[config.mk]
export PLATFORM = sky130hd
export DESIGN_NAME = instr_encoder
export DESIGN_NICKNAME = d
export VERILOG_FILES = /design/src/rtl/instr_encoder.sv
export SDC_FILE = /design/constraint.sdc
export NUM_CORES = 1
export LEC_CHECK = 0
export ABC_AREA = 1
export CAP_MARGIN = 20
export CORE_MARGIN = 2
export CORE_UTILIZATION = 40
export CTS_BUF_LIST = sky130_fd_sc_hd__clkbuf_4 sky130_fd_sc_hd__clkbuf_8
export CTS_CLUSTER_DIAMETER = 80
export DETAILED_ROUTE_END_ITERATION = 7
export GPL_TIMING_DRIVEN = 0
export PLACE_DENSITY_LB_ADDON = 0.2
export SETUP_SLACK_MARGIN = 0.5
export SLEW_MARGIN = 20
export SYNTH_ARGS = -nofsm -noshare
export SYNTH_HDL_FRONTEND = slang
export SYNTH_SLANG_ARGS = --single-unit
[constraint.sdc]
create_clock -name clk -period 3.7 [get_ports clk]
set_clock_uncertainty 0.15 [all_clocks]
set_input_delay 0.555 -clock clk [delete_from_list [all_inputs] [get_ports clk]]
set_output_delay 0.555 -clock clk [all_outputs]
set_load 0.1 [all_outputs]
[src/rtl/instr_encoder.sv]
// instr_encoder: streaming RV32I instruction encoder.
// Takes decoded operation descriptors, packs them into legal 32-bit
// instruction words, queues them in a small FIFO and presents each word
// together with its byte address to the instruction-memory write port.
// Optional build macro: INSTR_ENC_RANGE_CHECK_EN -- when defined, immediates
// that do not fit their instruction format are rejected as illegal.
module instr_encoder #(
    parameter int DEPTH     = 4,
    parameter int ADDR_W    = 16,
    parameter int BASE_ADDR = 0
) (
    input  logic              clk,
    input  logic              rst_n,
    input  logic              in_valid,
    output logic              in_ready,
    input  logic [3:0]        in_class,
    input  logic [3:0]        in_alu_fun,
    input  logic [4:0]        in_rd,
    input  logic [4:0]        in_rs1,
    input  logic [4:0]        in_rs2,
    input  logic [31:0]       in_imm,
    output logic              out_valid,
    input  logic              out_ready,
    output logic [31:0]       out_instr,
    output logic [ADDR_W-1:0] out_addr,
    input  logic              addr_clr,
    output logic              err,
    input  logic              err_clr
);

    localparam int PTR_W = (DEPTH > 1) ? $clog2(DEPTH) : 1;
    localparam int CNT_W = PTR_W + 1;

    // Descriptor instruction classes
    localparam logic [3:0] CL_LUI    = 4'd0;
    localparam logic [3:0] CL_AUIPC  = 4'd1;
    localparam logic [3:0] CL_JAL    = 4'd2;
    localparam logic [3:0] CL_JALR   = 4'd3;
    localparam logic [3:0] CL_BRANCH = 4'd4;
    localparam logic [3:0] CL_LOAD   = 4'd5;
    localparam logic [3:0] CL_STORE  = 4'd6;
    localparam logic [3:0] CL_OP_IMM = 4'd7;
    localparam logic [3:0] CL_OP_RG3 = 4'd8;

    // Major opcodes
    localparam logic [6:0] OPC_LUI    = 7'b0110111;
    localparam logic [6:0] OPC_AUIPC  = 7'b0010111;
    localparam logic [6:0] OPC_JAL    = 7'b1101111;
    localparam logic [6:0] OPC_JALR   = 7'b1100111;
    localparam logic [6:0] OPC_BRANCH = 7'b1100011;
    localparam logic [6:0] OPC_LOAD   = 7'b0000011;
    localparam logic [6:0] OPC_STORE  = 7'b0100011;
    localparam logic [6:0] OPC_OP_IMM = 7'b0010011;
    localparam logic [6:0] OPC_OP_RG3 = 7'b0110011;

    // Pack a descriptor into its instruction word; unused fields stay zero.
    function automatic logic [31:0] encode(input logic [3:0] cls, input logic [3:0] fun,
                                           input logic [4:0] rd, input logic [4:0] rs1,
                                           input logic [4:0] rs2, input logic [31:0] imm);
        logic [2:0]  f3;
        logic [6:0]  f7;
        logic [31:0] w;
        f3 = fun[2:0];
        f7 = {1'b0, fun[3], 5'b0};
        w  = '0;
        case (cls)
            CL_LUI:    w = {imm[31:12], rd, OPC_LUI};
            CL_AUIPC:  w = {imm[31:12], rd, OPC_AUIPC};
            CL_JAL:    w = {imm[20], imm[10:1], imm[11], imm[19:12], rd, OPC_JAL};
            CL_JALR:   w = {imm[11:0], rs1, 3'b000, rd, OPC_JALR};
            CL_BRANCH: w = {imm[12], imm[10:5], rs2, rs1, f3, imm[4:1], imm[11], OPC_BRANCH};
            CL_LOAD:   w = {imm[11:0], rs1, f3, rd, OPC_LOAD};
            CL_STORE:  w = {imm[11:5], rs2, rs1, f3, imm[4:0], OPC_STORE};
            CL_OP_IMM: begin
                if (f3 == 3'b001 || f3 == 3'b101)
                    w = {f7, imm[4:0], rs1, f3, rd, OPC_OP_IMM};
                else
                    w = {imm[11:0], rs1, f3, rd, OPC_OP_IMM};
            end
            CL_OP_RG3: w = {f7, rs2, rs1, f3, rd, OPC_OP_RG3};
            default:   w = '0;
        endcase
        return w;
    endfunction

    // True when the descriptor maps onto a real RV32I instruction.
    function automatic logic is_legal(input logic [3:0] cls, input logic [3:0] fun,
                                      input logic [31:0] imm);
        logic [2:0] f3;
        logic       ok;
        f3 = fun[2:0];
        ok = 1'b1;
        case (cls)
            CL_BRANCH: if (f3 == 3'b010 || f3 == 3'b011) ok = 1'b0;
            CL_LOAD:   if (f3 == 3'b011 || f3 == 3'b110 || f3 == 3'b111) ok = 1'b0;
            CL_STORE:  if (f3 >= 3'b011) ok = 1'b0;
            default:   if (cls > CL_OP_RG3) ok = 1'b0;
        endcase
`ifdef INSTR_ENC_RANGE_CHECK_EN
        // Immediate must be representable in the target format.
        case (cls)
            CL_LUI, CL_AUIPC: if (imm[11:0] != '0) ok = 1'b0;
            CL_JAL: if (!((imm[31:20] == '0 || imm[31:20] == '1) && !imm[0])) ok = 1'b0;
            CL_BRANCH: if (!((imm[31:12] == '0 || imm[31:12] == '1) && !imm[0])) ok = 1'b0;
            CL_JALR, CL_LOAD, CL_STORE: if (!(imm[31:11] == '0 || imm[31:11] == '1)) ok = 1'b0;
            CL_OP_IMM: begin
                if (f3 == 3'b001 || f3 == 3'b101) begin
                    if (imm[31:5] != '0) ok = 1'b0;
                end else if (!(imm[31:11] == '0 || imm[31:11] == '1)) begin
                    ok = 1'b0;
                end
            end
            default: ;
        endcase
`else
        if (imm == 32'hFFFF_FFFF && cls == 4'hF && fun == 4'hF) ok = 1'b0;
`endif
        return ok;
    endfunction

    logic [31:0]       mem_q [DEPTH];
    logic [31:0]       mem_d [DEPTH];
    logic [PTR_W-1:0]  wr_ptr_q, wr_ptr_d;
    logic [PTR_W-1:0]  rd_ptr_q, rd_ptr_d;
    logic [CNT_W-1:0]  count_q, count_d;
    logic [ADDR_W-1:0] addr_q, addr_d;
    logic              err_q, err_d;

    logic        full;
    logic        accept;
    logic        legal;
    logic        push;
    logic        pop;
    logic [31:0] enc_word;

    assign full      = (count_q == CNT_W'(DEPTH));
    assign in_ready  = !full;
    assign out_valid = (count_q != '0);
    assign out_instr = out_valid ? mem_q[rd_ptr_q] : '0;
    assign out_addr  = addr_q;
    assign err       = err_q;

    assign enc_word = encode(in_class, in_alu_fun, in_rd, in_rs1, in_rs2, in_imm);
    assign legal    = is_legal(in_class, in_alu_fun, in_imm);
    assign accept   = in_valid && in_ready;
    assign push     = accept && legal;
    assign pop      = out_valid && out_ready;

    // FIFO storage, pointers, occupancy, address counter and sticky error next-state.
    always_comb begin
        mem_d    = mem_q;
        wr_ptr_d = wr_ptr_q;
        rd_ptr_d = rd_ptr_q;
        count_d  = count_q + CNT_W'(push) - CNT_W'(pop);
        addr_d   = addr_q;
        err_d    = err_q;
        if (push) begin
            mem_d[wr_ptr_q] = enc_word;
            wr_ptr_d        = wr_ptr_q + PTR_W'(1);
        end
        if (pop) begin
            rd_ptr_d = rd_ptr_q + PTR_W'(1);
        end
        // Reload has priority over advancing past a popped word.
        if (addr_clr)
            addr_d = ADDR_W'(BASE_ADDR);
        else if (pop)
            addr_d = addr_q + ADDR_W'(4);
        // A new drop overrides a clear in the same cycle.
        if (accept && !legal)
            err_d = 1'b1;
        else if (err_clr)
            err_d = 1'b0;
    end

    // Control state registers with asynchronous reset.
    always_ff @(posedge clk or negedge rst_n) begin
        if (!rst_n) begin
            wr_ptr_q <= '0;
            rd_ptr_q <= '0;
            count_q  <= '0;
            addr_q   <= ADDR_W'(BASE_ADDR);
            err_q    <= 1'b0;
        end else begin
            wr_ptr_q <= wr_ptr_d;
            rd_ptr_q <= rd_ptr_d;
            count_q  <= count_d;
            addr_q   <= addr_d;
            err_q    <= err_d;
        end
    end

    // FIFO payload storage; contents are only observed through valid entries.
    always_ff @(posedge clk) begin
        mem_q <= mem_d;
    end

endmodule

==> results.py <==
metrics = {
    "sta": {
        "drv_slew": 0,
        "tightest_slew_ns": 0.9783,
        "hold_viol": 0,
        "max_freq_mhz": 323.7,
        "fin_crit_ns": 3.089,
        "fin_crit_sh": 0.8349,
        "rsz0062_at_grt": "yes",
        "setup_violations": 0,
        "maxSlewHeadroom": 0.3457,
        "fin_ws_ns": 0.6109,
    },
    "global_routing": {
        "grt_overflow": 0,
        "grt_pass1_wl_um": 28950,
        "grt_pass1_vias": 5305,
        "grt_max_degree": 23,
        "antenna_found_initial": 1,
        "track_usage": 0.2172,
    },
    "clock_network": {
        "cts_root_buf": "clkbuf_8",
        "insertion_delay_ns": 0.46,
        "clkTransAtPathRegs_ns": 0.08,
        "cts_tree": "yes",
        "post-cts-setup-buffers": 0,
        "cts_made_buffers": 17,
        "cts.path.max_buffers": 2,
        "htree_num_levels": 4,
        "cts_sinks": 146,
    },
    "die": {
        "die_w_um": 133.1,
        "rows": 47,
        "core-area_mm2": 0.01641,
        "start_util": 0.4060,
        "ios": 112,
        "die_h_um": 133.1,
        "die-area_mm2": 0.01770,
    },
    "routing": {
        "drt_iter0_markers": 457,
        "drc_errors": 0,
        "route.vias.total": 5251,
        "wirelength_um": 18350,
        "drtAntennaViolNets": 0,
        "dr.pass1.iters": 6,
        "wl_per_cell_um": 17.94,
        "vias_per_cell": 5.133,
    },
    "critical_path": {
        "critPathLaunchType": "flop",
        "worstPathArrival_ns": 2.38,
        "path_max_fanout": 10,
        "ff2ff_setup_slack_ns": 1.31,
        "end_kind": "primary output",
        "critPathKind": "reg -> out",
        "cp.required_ns": 2.99,
    },
    "flow_run": {
        "maxCapViolCount": 0,
    },
    "synth": {
        "yosys.area.top_type": "edfxtp_1",
        "postSynthCellCount": 656,
        "synth.area.top_cells": "edfxtp_1 (56%), nor2_1 (9.0%), dfrtp_1 (8.3%)",
        "ys_top_cells_by_count": "nor2_1 (159), edfxtp_1 (124), nand2_1 (83)",
        "ys_warn_count": 0,
        "ys_types": 33,
        "synth_edf_count": 124,
        "syn_area_per_cell_um2": 10.15,
        "synth_ff_type": "edfxtp_1",
        "yosysMostFrequentCell": "nor2_1",
        "async_flop_share": 0.1507,
        "syn_area_mm2": 0.006661,
        "yosysTopAreaCellShare": 0.5590,
        "synth_seq_cells": 146,
        "synth_seq_area_share": 0.6416,
    },
    "finish": {
        "nFillCells": 1455,
        "fin_nets": 858,
        "area_delta_synth_final_pct": 27.40,
        "layout-drive-gt1-share": 0.1372,
    },
    "placement": {
        "portBuffers": 108,
        "gp_congestion": 0.8741,
        "preCtsSetupSlack_ns": 0.1780,
        "place_hpwl_um": 12570,
    },
    "pwr": {
        "ir_worst_vdd_mv": 0.5380,
        "power.leakage_uw": 0.003217,
        "power.total_uw": 7690,
        "p_per_area_mw_per_mm2": 906.1,
    },
    "run_status": {
        "status": "completed",
    },
    "hold_path": {
        "hold_class": "reg -> reg",
    },
}
where the power goes:
group / switching (uW) / internal, uW / total (uW)
Sequential: 60.7 / 1990 / 2050
Clock: 635 / 671 / 1310
Combinational: 3500 / 830 / 4330
Total: 4200 / 3490 / 7690
metrics by stage:
step / instance area [um^2] / hold slack (ns) / utilization / TNS, ns / std cells
after floorplan: 6686 / 0.1094 / - / -0.5212 / 657
after global placement: 8043 / 0.3608 / 0.4902 / -50.13 / 985
after detailed placement: 8173 / 0.3683 / 0.4981 / 0 / 989
after CTS: 8509 / 0.3867 / 0.5186 / 0 / 1021
after global routing: 8484 / 0.4109 / 0.5171 / 0 / 1022
final: 8487 / 0.3858 / 0.5173 / 0 / 1023
registers in the layout, indices dropped and copies added (netlist names):
register / flops
count_q: 3
err: 1
mem_q: 124
out_addr: 14
rd_ptr_q: 2
wr_ptr_q: 2
cell usage in the layout (no fill, tap or decap), drive strengths merged, types with 3 or more instances in the layout:
cell type      netlist  layout
nor2               161     161
edfxtp             124     124
nand2               85      85
o21ai               78      78
clkdlybuf4s50        0      75
buf                 16      48
inv                 39      41
a21oi               36      36
clkbuf              15      33
nand3               27      27
dfrtp               22      22
nand4               14      14
a22o                 9       9
ha                   7       7
clkinvlp             0       5
clkinv               0       5
xor2                 4       4
nor3                 4       4
a32oi                3       3
bufinv               0       3
metal layers:
layer  track usage  share of wire  vias up
met5             0              0        -
met4       0.06930          0.017        0
met3       0.05900          0.067       24
met2        0.3581           0.49      181
met1        0.2799           0.43     2521
li1              -              -     2525
final timing paths:
| kind | start | endpoint | cells after the start |
|---|---|---|---|
| setup / recovery | rd_ptr_q[0] | out_instr[1] | 7 |
| hold / removal | err | err | 2 |
| setup reg to reg | count_q[1] | count_q[2] | 9 |
| hold reg to reg | err | err | 2 |
| max in group asynchronous | rst_n | out_addr[2] | 2 |
| min in group asynchronous | rst_n | out_addr[14] | 2 |
area by class of cell:
cell class | instances | area (um^2) | area share
diodes | 1 | 2.502 | 0.0002949
plain buffers | 31 | 156.4 | 0.01843
clock buffers | 17 | 234.0 | 0.02757
clock inverters | 15 | 185.2 | 0.02182
inverters | 39 | 146.4 | 0.01725
multi-input cells | 441 | 2140 | 0.2521
flip-flops and latches | 146 | 4274 | 0.5036
well taps | 220 | 275.3 | 0.03243
repair buffers | 113 | 1074 | 0.1265
worst max-delay path, cell delays in order (launching register included):
cell,delay [ns]
dfrtp_1,0.36
buf_2,0.19
inv_2,0.20
clkbuf_2,0.29
o21ai_0,0.15
a21oi_2,0.20
buf_4,0.13
buf_2,0.41
cell families after synthesis:
kind of cell,Yosys count,share of synthesized area
fa+ha+maj,8,0.01615
xor+xnor,6,0.007889
compound gates,130,0.1057
buf+inv,70,0.04395
simple gates,295,0.1841
flops,146,0.6416
other cells,1,0.0005629
repair_timing:
item / CTS / global route
cloned: 0 / 0
resized for setup: 147 / 27
hold buffers: 0 / 1
setup endpoints to repair: 32 / 31
endpoints found under the hold margin: 0 / 22
Note: power is estimated with default switching activity, not from simulation.
==> edit, RTL diff (same settings) <==
Register the output `err` once more, without a reset; this adds one clock of latency there. The other outputs are not delayed to match.
--- a/src/rtl/instr_encoder.sv
+++ b/src/rtl/instr_encoder.sv
@@ -138,7 +138,9 @@
     assign out_valid = (count_q != '0);
     assign out_instr = out_valid ? mem_q[rd_ptr_q] : '0;
     assign out_addr  = addr_q;
-    assign err       = err_q;
+    always_ff @(posedge clk) begin
+        err <= err_q;
+    end
 
     assign enc_word = encode(in_class, in_alu_fun, in_rd, in_rs1, in_rs2, in_imm);
     assign legal    = is_legal(in_class, in_alu_fun, in_imm);
Formal check against the unedited RTL: not equivalent (Yosys sat finds a counterexample within 4 cycles, from zero or initial values and one cycle with rst_n low).
==> edit against the unedited design <==
  * Design area rose by 0.66%
  * First-iteration DRC count rose by 12%
  * Global-route usage fell by 1.1 points
  * Routed wire length fell by 2.6%
  * Total power rose by 1.1%
  * Synthesized area rose by 1.0%
  * Sequential cell count rose by 1
  * Worst setup slack improved by 0.049 ns
  * Critical endpoint unchanged
==> edit: results (changes against the unedited design) <==
Route:
- The routed metal-1 wire length is 7.547 mm (was 7.881 mm).
- The number of DRC markers after the initial detailed-route iteration is 512 (was 457).
- The length of the first detailed-routing pass in iterations is 5 (was 6).
- The overall via count from detail_route is 5,335 (was 5,251).
- The average vias per placed instance is 5.185 (was 5.133).
- The met2 wire length was 8.599 mm (was 8.930 mm).
- The amount of wire on met3 after detailed routing came to 1.365 mm (was 1.225 mm).

Timing:
- The maximum achievable frequency is 328.9 MHz (was 323.7 MHz).
- The max-slew headroom at the worst pin is 34.61% (was 34.57%).
- The hold slack came to 0.2381 ns (was 0.3858 ns).

Final layout:
- The fill cell total of the finished layout is 1,453 (was 1,455).
- The count of inserted antenna diode cells came to 0 (was 1).
- The fraction of final layout cells with drive strength greater than 1 was 13.47% (was 13.72%).
- The area taken by multi-input logic gates came to 2155 sq um (was 2140 sq um).

Worst hold path:
- The worst hold path cell count was 0 (was 2).
- The origin of the worst min-delay path is err_q (was err).
- The end point of the most critical hold path is err (unchanged).

Power:
- The static leakage is 3.284 nW (was 3.217 nW).
- The internal cell power is 3.612 mW (was 3.492 mW).
- The maximum resistive drop on vdd came to 0.7945 mV (was 0.5380 mV).

Outcome:
- Run status: complete, no violations (unchanged).

Logic synthesis:
- The distinct cell type count after synthesis came to 37 (was 33).
- Ranking of synthesized cells by instance count: sky130_fd_sc_hd__nor2_1, sky130_fd_sc_hd__edfxtp_1, sky130_fd_sc_hd__nand2_1, sky130_fd_sc_hd__o21ai_0, sky130_fd_sc_hd__inv_1 (was sky130_fd_sc_hd__nor2_1, sky130_fd_sc_hd__edfxtp_1, sky130_fd_sc_hd__nand2_1, sky130_fd_sc_hd__o21ai_0).
- Main area contributors after synthesis: sky130_fd_sc_hd__edfxtp_1, sky130_fd_sc_hd__nor2_1, sky130_fd_sc_hd__dfrtp_1, sky130_fd_sc_hd__o21ai_0, sky130_fd_sc_hd__nand2_1 (unchanged).
- The fraction of post-synthesis cell area in the top cell type by area is 55.35% (was 55.90%).
- The sequential share of the synthesized area is 63.83% (was 64.16%).

Worst setup path:
- The slack of the worst reg-to-reg path is 1.36 ns (was 1.31 ns).
- The critical path data arrival time was 2.34 ns (was 2.38 ns).

Placement:
- The post-DP HPWL is 12.14 mm (was 12.57 mm).
- The post-place instance area is 8219 sq um (was 8173 sq um).
- The count of buffers from port buffering is 109 (was 108).
- The routability congestion estimate is 0.8388 (was 0.8741).

GRT:
- The global-route wire length before repair came to 27.88 mm (was 28.95 mm).
- The aggregate global-route resource usage is 20.67% (was 21.72%).
- The via count of the first global-routing pass is 5,221 (was 5,305).
==> edit: area by class of cell <==
cell class                 instances  share of cell area, %
timing repair buffer             114                  12.16
sequential                       147                  50.26
inverter                          47                  2.065
tap                              220                  3.222
multi-input combinational        439                  25.22
clock buffer                      17                  2.739
clock inverter                    15                  2.504
buffer                            30                  1.831
==> edit: worst max-delay path by stage <==
| stage | to | start | cells past startpoint |
|---|---|---|---|
| after floorplan | out_instr[10] | count_q[1] | 5 |
| after global placement | mem_q[80] | in_class[0] | 8 |
| after detailed placement | out_instr[1] | rd_ptr_q[0] | 7 |
| after CTS | out_instr[1] | rd_ptr_q[0] | 7 |
| after global routing | out_instr[1] | rd_ptr_q[1] | 8 |
| final | out_instr[1] | rd_ptr_q[1] | 8 |
==> edit: cells by family (layout without fill, tap and decap cells) <==
| kind of cell | Yosys count | after routing | share of synthesized area, % |
|---|---|---|---|
| other | 1 | 2 | 0.05574 |
| buffers and inverters | 77 | 223 | 4.817 |
| adder cells (fa/ha/maj) | 8 | 8 | 1.599 |
| AND/OR/NAND/NOR | 292 | 292 | 18.41 |
| flip-flops | 147 | 147 | 63.83 |
| AO/OA/AOI/OAI | 131 | 131 | 10.51 |
| XOR/XNOR | 6 | 6 | 0.7811 |
==> edit: critical path, stage by stage, from the launching register on <==
cell and delay [ns]:
sky130_fd_sc_hd__dfrtp_1 0.36, sky130_fd_sc_hd__buf_2 0.16, sky130_fd_sc_hd__inv_1 0.12, sky130_fd_sc_hd__clkbuf_1 0.48, sky130_fd_sc_hd__nor2_1 0.11, sky130_fd_sc_hd__o21ai_0 0.12, sky130_fd_sc_hd__a21oi_2 0.12, sky130_fd_sc_hd__buf_4 0.16
sky130_fd_sc_hd__clkbuf_4 0.27
==> edit: timing repair <==
action,CTS,global route
gates resized for setup,164,18
gates cloned,0,0
endpoints found under the hold margin,0,22
hold buffers,0,1
endpoints found under the setup margin,32,29
==> edit: power groups by stage <==
| stage | Sequential [mW] | Clock, mW | Combinational (mW) |
|---|---|---|---|
| floorplan | 2.14 | 0 | 3.32 |
| global placement | 2.10 | 0 | 4.47 |
| detailed placement | 2.10 | 0 | 4.55 |
| CTS | 2.07 | 1.41 | 4.32 |
| global route | 2.08 | 1.49 | 4.56 |
| finish | 2.07 | 1.39 | 4.32 |
==> edit: layer usage <==
layer | GRT usage (%) | vias to the layer above
li1 | - | 2533
met1 | 27.12 | 2551
met2 | 33.53 | 223
met3 | 5.441 | 28
met4 | 6.915 | 0
met5 | 0 | -
